[src/rtl/score_display_ctrl.sv]
// score_display_ctrl: converts a 10-bit score to three BCD digits by
// double dabble and time-multiplexes them onto a shared 7-segment decoder.
//
// state   | meaning
// --------+--------------------------------------------------------------
// IDLE    | committed digits on display, waiting for a load strobe
// CONVERT | one shift-add-3 step per cycle, ten steps, then commit digits
module score_display_ctrl #(
  parameter int unsigned SCAN_DIV = 50000
) (
  input  logic        clk,
  input  logic        resetn,
  input  logic [9:0]  score,
  input  logic        load,
  output logic        busy,
  output logic        done,
  output logic [3:0]  bcd_out,
  output logic [2:0]  digit_sel,
  output logic        blank,
  output logic [11:0] digits
);

  localparam int unsigned PW = (SCAN_DIV > 1) ? $clog2(SCAN_DIV) : 1;
  localparam logic [PW-1:0] PRE_MAX = PW'(SCAN_DIV - 1);

  typedef enum logic {
    IDLE    = 1'b0,
    CONVERT = 1'b1
  } state_t;

  state_t state_q, state_d;

  logic [9:0]    sr_q;
  logic [11:0]   acc_q;
  logic [3:0]    cnt_q;
  logic          capture;
  logic          shift_en;
  logic          commit;
  logic [9:0]    score_sat;
  logic [11:0]   acc_adj;
  logic [11:0]   acc_next;
  logic [PW-1:0] pre_q;
  logic [2:0]    sel_q;

  // Adds 3 to a BCD nibble that would overflow past 9 when doubled.
  function automatic logic [3:0] add3(input logic [3:0] n);
    return (n >= 4'd5) ? n + 4'd3 : n;
  endfunction

  // Saturation and one double-dabble step on the current accumulator.
  always_comb begin
    score_sat = (score > 10'd999) ? 10'd999 : score;
    acc_adj   = {add3(acc_q[11:8]), add3(acc_q[7:4]), add3(acc_q[3:0])};
    acc_next  = {acc_adj[10:0], sr_q[9]};
  end

  // Next-state and datapath strobes; load is only honoured in IDLE.
  always_comb begin
    state_d  = state_q;
    capture  = 1'b0;
    shift_en = 1'b0;
    commit   = 1'b0;
    case (state_q)
      IDLE: begin
        if (load) begin
          capture = 1'b1;
          state_d = CONVERT;
        end
      end
      CONVERT: begin
        shift_en = 1'b1;
        if (cnt_q == 4'd9) begin
          commit  = 1'b1;
          state_d = IDLE;
        end
      end
      default: state_d = IDLE;
    endcase
  end

  // FSM state register.
  always_ff @(posedge clk) begin
    if (!resetn) begin
      state_q <= IDLE;
    end else begin
      state_q <= state_d;
    end
  end

  // Conversion datapath; digits only change on the final shift so the
  // display never sees a partial result.
  always_ff @(posedge clk) begin
    if (!resetn) begin
      sr_q   <= '0;
      acc_q  <= '0;
      cnt_q  <= '0;
      digits <= '0;
      done   <= 1'b0;
    end else begin
      done <= commit;
      if (capture) begin
        sr_q  <= score_sat;
        acc_q <= '0;
        cnt_q <= '0;
      end else if (shift_en) begin
        sr_q  <= {sr_q[8:0], 1'b0};
        acc_q <= acc_next;
        cnt_q <= cnt_q + 4'd1;
      end
      if (commit) begin
        digits <= acc_next;
      end
    end
  end

  // Free-running scan prescaler and one-hot digit rotation.
  always_ff @(posedge clk) begin
    if (!resetn) begin
      pre_q <= '0;
      sel_q <= 3'b001;
    end else if (pre_q == PRE_MAX) begin
      pre_q <= '0;
      sel_q <= {sel_q[1:0], sel_q[2]};
    end else begin
      pre_q <= pre_q + 1'b1;
    end
  end

  assign busy      = (state_q == CONVERT);
  assign digit_sel = sel_q;

  // Digit mux and leading-zero suppression; the ones digit is never blanked.
  always_comb begin
    bcd_out = 4'd0;
    blank   = 1'b0;
    case (sel_q)
      3'b001: begin
        bcd_out = digits[3:0];
      end
      3'b010: begin
        bcd_out = digits[7:4];
        blank   = (digits[11:8] == 4'd0) && (digits[7:4] == 4'd0);
      end
      3'b100: begin
        bcd_out = digits[11:8];
        blank   = (digits[11:8] == 4'd0);
      end
      default: begin
        bcd_out = 4'd0;
        blank   = 1'b0;
      end
    endcase
  end

endmodule

[config.mk]
export PLATFORM = sky130hd
export DESIGN_NAME = score_display_ctrl
export DESIGN_NICKNAME = d
export VERILOG_FILES = /design/src/rtl/score_display_ctrl.sv
export SDC_FILE = /design/constraint.sdc
export NUM_CORES = 1
export LEC_CHECK = 0
export BUFFER_PORTS_ARGS = -buffer_cell sky130_fd_sc_hd__buf_2
export CORE_MARGIN = 5
export CORE_UTILIZATION = 30
export CTS_CLUSTER_SIZE = 12
export DETAILED_ROUTE_END_ITERATION = 7
export PLACE_DENSITY = 0.54
export SYNTH_ARGS = -nofsm -noshare
export SYNTH_HDL_FRONTEND = slang
export SYNTH_SLANG_ARGS = --single-unit
[constraint.sdc]
create_clock -name clk -period 1.91 [get_ports clk]
set_input_delay 0.0955 -clock clk [delete_from_list [all_inputs] [get_ports clk]]
set_output_delay 0.0955 -clock clk [all_outputs]
set_load 0.05 [all_outputs]
==> results of run 1 <==
## registers in the layout, summed over array words and instances (netlist names)
signal and cells:
busy 1, acc_q 12, pre_q 16, digits 12
done 1, sr_q 10, digit_sel 3, cnt_q 4
## final cells by class
| class | instances | area share |
|---|---|---|
| clock buffer | 11 | 0.0464 |
| multi-input combinational | 230 | 0.449 |
| inverter | 12 | 0.0138 |
| tap | 111 | 0.0426 |
| timing repair buffer | 42 | 0.0706 |
| sequential | 59 | 0.362 |
| clock inverter | 4 | 0.0154 |
## power breakdown
group	total [mW]	leakage (nW)	switching [mW]	internal (mW)
clock	1.15	0.0974	0.488	0.664
sequential	1.28	0.478	0.0206	1.26
combinational	0.167	0.639	0.0997	0.0672
## placed cells by master (no fill, tap or decap), drive strengths merged, types with 4 or more instances in the layout
cell type and n:
dfxtp 59, nor2 44, buf 42, a21oi 28
nand2 18, xnor2 17, o21ai 14, nand3 13
inv 12, o22ai 12, nand2b 11, clkbuf 11
mux2i 10, nor3b 9, ha 9, a211oi 6
nor4 5, nand4 5, nor3 4
## cell families (layout without fill, tap and decap cells)
kind of cell | Yosys count | in the layout
XOR/XNOR | 20 | 20
adder cells (fa/ha/maj) | 9 | 9
flip-flops | 59 | 59
AND/OR/NAND/NOR | 121 | 121
multiplexers | 13 | 13
buffers and inverters | 28 | 69
AO/OA/AOI/OAI | 67 | 67
## how the worst max path moves through the flow
| stage | start | slack, ps | endpoint |
|---|---|---|---|
| floorplan | digits[8] | 20 | blank |
| global placement | pre_q[4] | 140 | pre_q[1] |
| detailed placement | pre_q[0] | 120 | pre_q[1] |
| CTS | digits[8] | 50 | blank |
| global route | digits[8] | 20 | blank |
| finish | digits[8] | 80 | blank |
## tightest hold or removal path, cell delays in order
cell and delay, ps:
buf_2 110, nand3_1 70, a21oi_1 60
## routing by layer
metal  vias to the layer above  routed length [um]
li1                       1181                   -
met1                      1063                3010
met2                        62                2610
met3                        11                 390
met4                         0                 150
met5                         -                   0
## repair_timing
action / CTS / global route
hold buffers: 0 / 0
gates resized for setup: 0 / 1
endpoints found under the setup margin: 0 / 18
==> results.ini, run 1 <==
[grt]
grt_use_met2 = 0.168
grt_use_total = 0.117
grt_pass1_vias = 2156
antenna_found_initial = 0
top_usage_layer = met2
gr-total-overflow = 0
grt_use_met3 = 0.0306
grt_use_met1 = 0.157
grt_max_degree = 25
grt_pass1_wl_um = 10500

[yosys]
synth_seq_cells = 59
synth_fp_nets = 339
synth-seq-area-share = 0.430
synth_xor_area_frac = 0.0638
synth_edf_count = 0
synth_top_area_frac = 0.430
async_flop_share = 0
synth_area_leader_cell = dfxtp_1
synth_commonest_cells = dfxtp_1 (59), nor2_1 (44), a21oi_1 (28), nand2_1 (17), xnor2_1 (17)
synth_fa_ha_area_frac = 0.0410
syn_avg_cell_area_um2 = 8.67
synth_ff_type = dfxtp_1
synth-compound-area-share = 0.142
yosysUniqueCellTypes = 39
synth_top_family_by_area = simple AND/OR/NAND/NOR gates
yosys_warnings = 0
synthCells = 317
synth.area.top_cells = dfxtp_1 (43%), nor2_1 (6.0%), xnor2_1 (5.4%)
synthMuxAreaShare = 0.0487
netlist_area_um2 = 2750
synth-simple-area-share = 0.228
synthMostInstantiatedCell = dfxtp_1

[setup_path]
worst-path-buf-inv = 1
cp.arrival_ps = 1740
crit_fanout = 4
max_stage_delay_ps = 560
rrSetupSlack_ps = 250
crit_path_end_kind = primary output
r2r-end = digit_sel[2]
reg2reg_depth = 5
worst_ep_required_time_ps = 1810
critical_path_depth = 3
worst_setup_path_start_kind = flop
crit_family = simple AND/OR/NAND/NOR gates
crit_chain = or4_1, a211oi_2, buf_2
critPathSlowestCell = or4_1
reg2reg_from = pre_q[0]
timing_worst_setup_path_type = flop to primary output

[placement]
gp_congestion = 0.752
dp.cells = 454
dp_slack_ps = 119
postPlaceCellArea_um2 = 3050
hpwl_um = 4440
numPortBuffers = 34

[timing]
final.setup.tns_ps = 0
worstMarginPinSlew_ps = 482
period_share = 0.959
clock_skew_ps = 9.55
final.setup.worst_slack_ps = 78.1
finalMaxSlewViolations = 0
rsz0062_at_grt = false
min_period_ps = 1830
slew_headroom = 0.678
worst_hold_slack_ps = 47.2
fmax_mhz = 546
setup_viol = 0
finalHoldViolCount = 0

[clock_network]
clk_pin_slew_ps = 70
cts_htree_levels = 3
insertion_delay_ps = 340
clock-sinks = 59
clock_tree.root_cell = clkbuf_8
cts_tree = built
clockBufferDepth = 2
cts_buffers = 9
postCtsSetupBuffers = 0

[finish]
fin_area_um2 = 3260
multi_input_area_um2 = 1460
finish.utilization = 0.360
antenna_cells = 0
drive_above_1_share = 0.190
synthToLayoutAreaGrowth_pct = 18.6
nets = 376
nFillCells = 945
seqCellArea_um2 = 1180
final_cells = 469

[floorplan]
rows = 35
coreArea_um2 = 9060
fp.dieW_um = 106
start_util = 0.303
fp.dieH_um = 106
dieArea_um2 = 11200
io_pins = 35

[status]
status = complete, no violations

[drt]
vias = 2317
wl_um = 6170
via_per_inst = 4.94
ant_nets = 0
wl_per_cell_um = 13.1
drtIter0Drc = 82
drt-pass1-iter-count = 4
drc = 0

[worst_hold_path]
hp-start = score[4]
hp-class = primary input to flop
holdPathStages = 3
hold_end = sr_q[4]

[pwr]
total_power_mw = 2.60
p_leak_nw = 1.21
powerDensity_nw_per_um2 = 796
ir_drop_uv = 305

[flow_run]
maxCapViolCount = 0

(Power assumes the default switching activity.)
==> run 2, diff against run 1 <==
--- a/config.mk
+++ b/config.mk
@@ -10,7 +10,7 @@
 export CORE_UTILIZATION = 30
 export CTS_CLUSTER_SIZE = 12
 export DETAILED_ROUTE_END_ITERATION = 7
-export PLACE_DENSITY = 0.54
+export PLACE_DENSITY = 0.56
 export SYNTH_ARGS = -nofsm -noshare
 export SYNTH_HDL_FRONTEND = slang
 export SYNTH_SLANG_ARGS = --single-unit
==> constraint.sdc (replaced) <==
create_clock -name clk -period 1.58 [get_ports clk]
set_input_delay 0.079 -clock clk [delete_from_list [all_inputs] [get_ports clk]]
set_output_delay 0.079 -clock clk [all_outputs]
set_load 0.05 [all_outputs]
==> run 2 against run 1 <==
Against the previous run:
- the flow now finishes with violations (setup timing)
- sequential power grew 20%
- critical path depth is the same
- first-iteration DRC count shrank 12%
- count of clock-buffer cells in the layout is the same
- sequential cell count is the same
- sequential share of layout area shrank 3.8 points
- design area grew 13%
- non-clock buffer count grew 31
- combinational power grew 40%
- register-to-register slack lost 280 ps
- power grew 21%
- critical endpoint unchanged
- largest power group unchanged
==> results.ini, run 2 (synthesis results as in run 1) <==
[clock_network]
clockBufferDepth = 2  ; unchanged
insertion_delay_ps = 340  ; about the same
cts_htree_levels = 3  ; unchanged
clk_pin_slew_ps = 60  ; about the same
clock_tree.root_cell = clkbuf_8
cts_tree = built
clock-sinks = 59  ; unchanged
cts_buffers = 9  ; unchanged

[finish]
nFillCells = 900  ; -4.8%
nets = 407  ; +8.2%
drive_above_1_share = 0.313  ; +0.123
top_regs = pre_q x16, acc_q x12, digits x12
layout_common_cells = dfxtp_1 (51), nor2_1 (43), buf_4 (38), buf_2 (29), a21oi_1 (24)
final_cells = 501  ; +6.8%
layout_commonest_cell = dfxtp_1
antenna_cells = 0  ; unchanged
largest_register = pre_q
synthToLayoutAreaGrowth_pct = 33.7
largest_reg_flops = 16  ; unchanged

[timing]
clock_skew_ps = 8.32  ; -1.23 ps
period_share = 1.04
finalMaxSlewViolations = 0  ; unchanged
rsz0062_at_grt = true
worstMarginPinSlew_ps = 342  ; -140 ps
final.setup.worst_slack_ps = -65.6  ; -144 ps
slew_headroom = 0.770  ; +0.0917
finalHoldViolCount = 0  ; unchanged
setup_viol = 4  ; +4
min_period_ps = 1650
fmax_mhz = 608

[grt]
grt_use_met2 = 0.178  ; +0.00956
top_usage_layer = met2
grt_use_met1 = 0.158  ; +0.000987
antenna_found_initial = 0  ; unchanged
grt_max_degree = 21  ; -16%
gr-total-overflow = 0  ; unchanged
grt_pass1_wl_um = 10600  ; +1.4%
grt_use_total = 0.119  ; +0.00160
grt_pass1_vias = 2250  ; +4.4%
grt_use_met3 = 0.0337  ; +0.00306

[setup_path]
crit_path_end_kind = primary output
crit_family = simple AND/OR/NAND/NOR gates
crit_fanout = 2  ; -2
worst-path-buf-inv = 1  ; unchanged
timing_worst_setup_path_type = flop to primary output
critPathSlowestCell = or4_4
worst_ep_required_time_ps = 1500  ; -310 ps
cp.arrival_ps = 1570  ; -170 ps
crit_chain = or4_4, a211oi_4, buf_6
worst_setup_path_start_kind = flop
max_stage_delay_ps = 540  ; -20 ps

[placement]
dp_slack_ps = -27.2  ; -146 ps
hpwl_um = 4740  ; +6.7%
gp_congestion = 0.770  ; +2.4%
dp.cells = 483  ; +6.4%
numPortBuffers = 34  ; unchanged

[drt]
drtIter0Drc = 72  ; -12%
drc = 0  ; unchanged
drt-pass1-iter-count = 4  ; unchanged
via_per_inst = 4.86  ; -1.7%
vias = 2434  ; +5.0%
ant_nets = 0  ; unchanged
wl_um = 6510  ; +5.6%
wl_per_cell_um = 13.0  ; -1.1%

[worst_hold_path]
hp-class = primary input to flop

[status]
violations = setup timing
status = finished with violations

[floorplan]
dieArea_um2 = 11200  ; unchanged
fp.dieW_um = 106  ; unchanged
start_util = 0.303  ; unchanged
rows = 35  ; unchanged
coreArea_um2 = 9060  ; unchanged
fp.dieH_um = 106  ; unchanged
io_pins = 35  ; unchanged

[pwr]
p_leak_nw = 1.42  ; +17%
ir_drop_uv = 326  ; +7.0%
powerDensity_nw_per_um2 = 854  ; +7.2%
total_power_mw = 3.14  ; +21%

[flow_run]
maxCapViolCount = 0  ; unchanged

-- run 2: repair_timing --
item,4_1_cts,5_1_grt
cloned,0,0
hold buffers,1,0
pin swaps,1,6
buffers inserted,2,0
endpoints found under the hold margin,1,0
resized for setup,18,19
endpoints found under the setup margin,25,32
-- run 2: routing by layer --
layer | wire [um] | part of all wire | up-vias
li1 | - | - | 1246
met1 | 3360 | 0.52 | 1139
met2 | 2810 | 0.43 | 40
met3 | 238 | 0.037 | 9
met4 | 113 | 0.017 | 0
met5 | 0 | 0 | -
-- run 2: final timing paths --
path / slack (ps) / startpoint / endpoint / depth (start not counted)
max: -70 / digits[9] / blank / 3
min: 30 / score[3] / sr_q[3] / 3
max reg2reg: -30 / pre_q[11] / digit_sel[0] / 4
min reg2reg: 480 / acc_q[11] / acc_q[11] / 2
-- run 2: per-stage QoR --
step / area, um^2 / hold slack [ps] / setup TNS [ps] / util
2_1_floorplan: 2830 / 227 / -859 / -
3_3_place_gp: 3330 / 354 / -26.4 / 0.367
3_5_place_dp: 3330 / 354 / -93.8 / 0.367
4_1_cts: 3610 / 10.2 / -103 / 0.398
5_1_grt: 3670 / 40.1 / -1070 / 0.405
6_report: 3670 / 32.5 / -124 / 0.405
-- run 2: final cells by class --
| class | instances | area [um^2] | share of cell area |
|---|---|---|---|
| clock buffers | 11 | 141 | 0.0385 |
| repair buffers | 73 | 497 | 0.135 |
| flip-flops and latches | 59 | 1190 | 0.325 |
| well taps | 111 | 139 | 0.0378 |
| clock inverters | 5 | 52.6 | 0.0143 |
| multi-input cells | 230 | 1610 | 0.437 |
| inverters | 12 | 45.0 | 0.0123 |
-- run 2: power by group --
part	total (mW)	internal [mW]	switching, mW
Sequential	1.54	1.52	0.0238
Clock	1.36	0.763	0.597
Combinational	0.234	0.105	0.129
-- run 2: tightest hold or removal path, stage by stage --
cell	delay [ps]
buf_2	110
nand3_1	70
a21oi_1	60
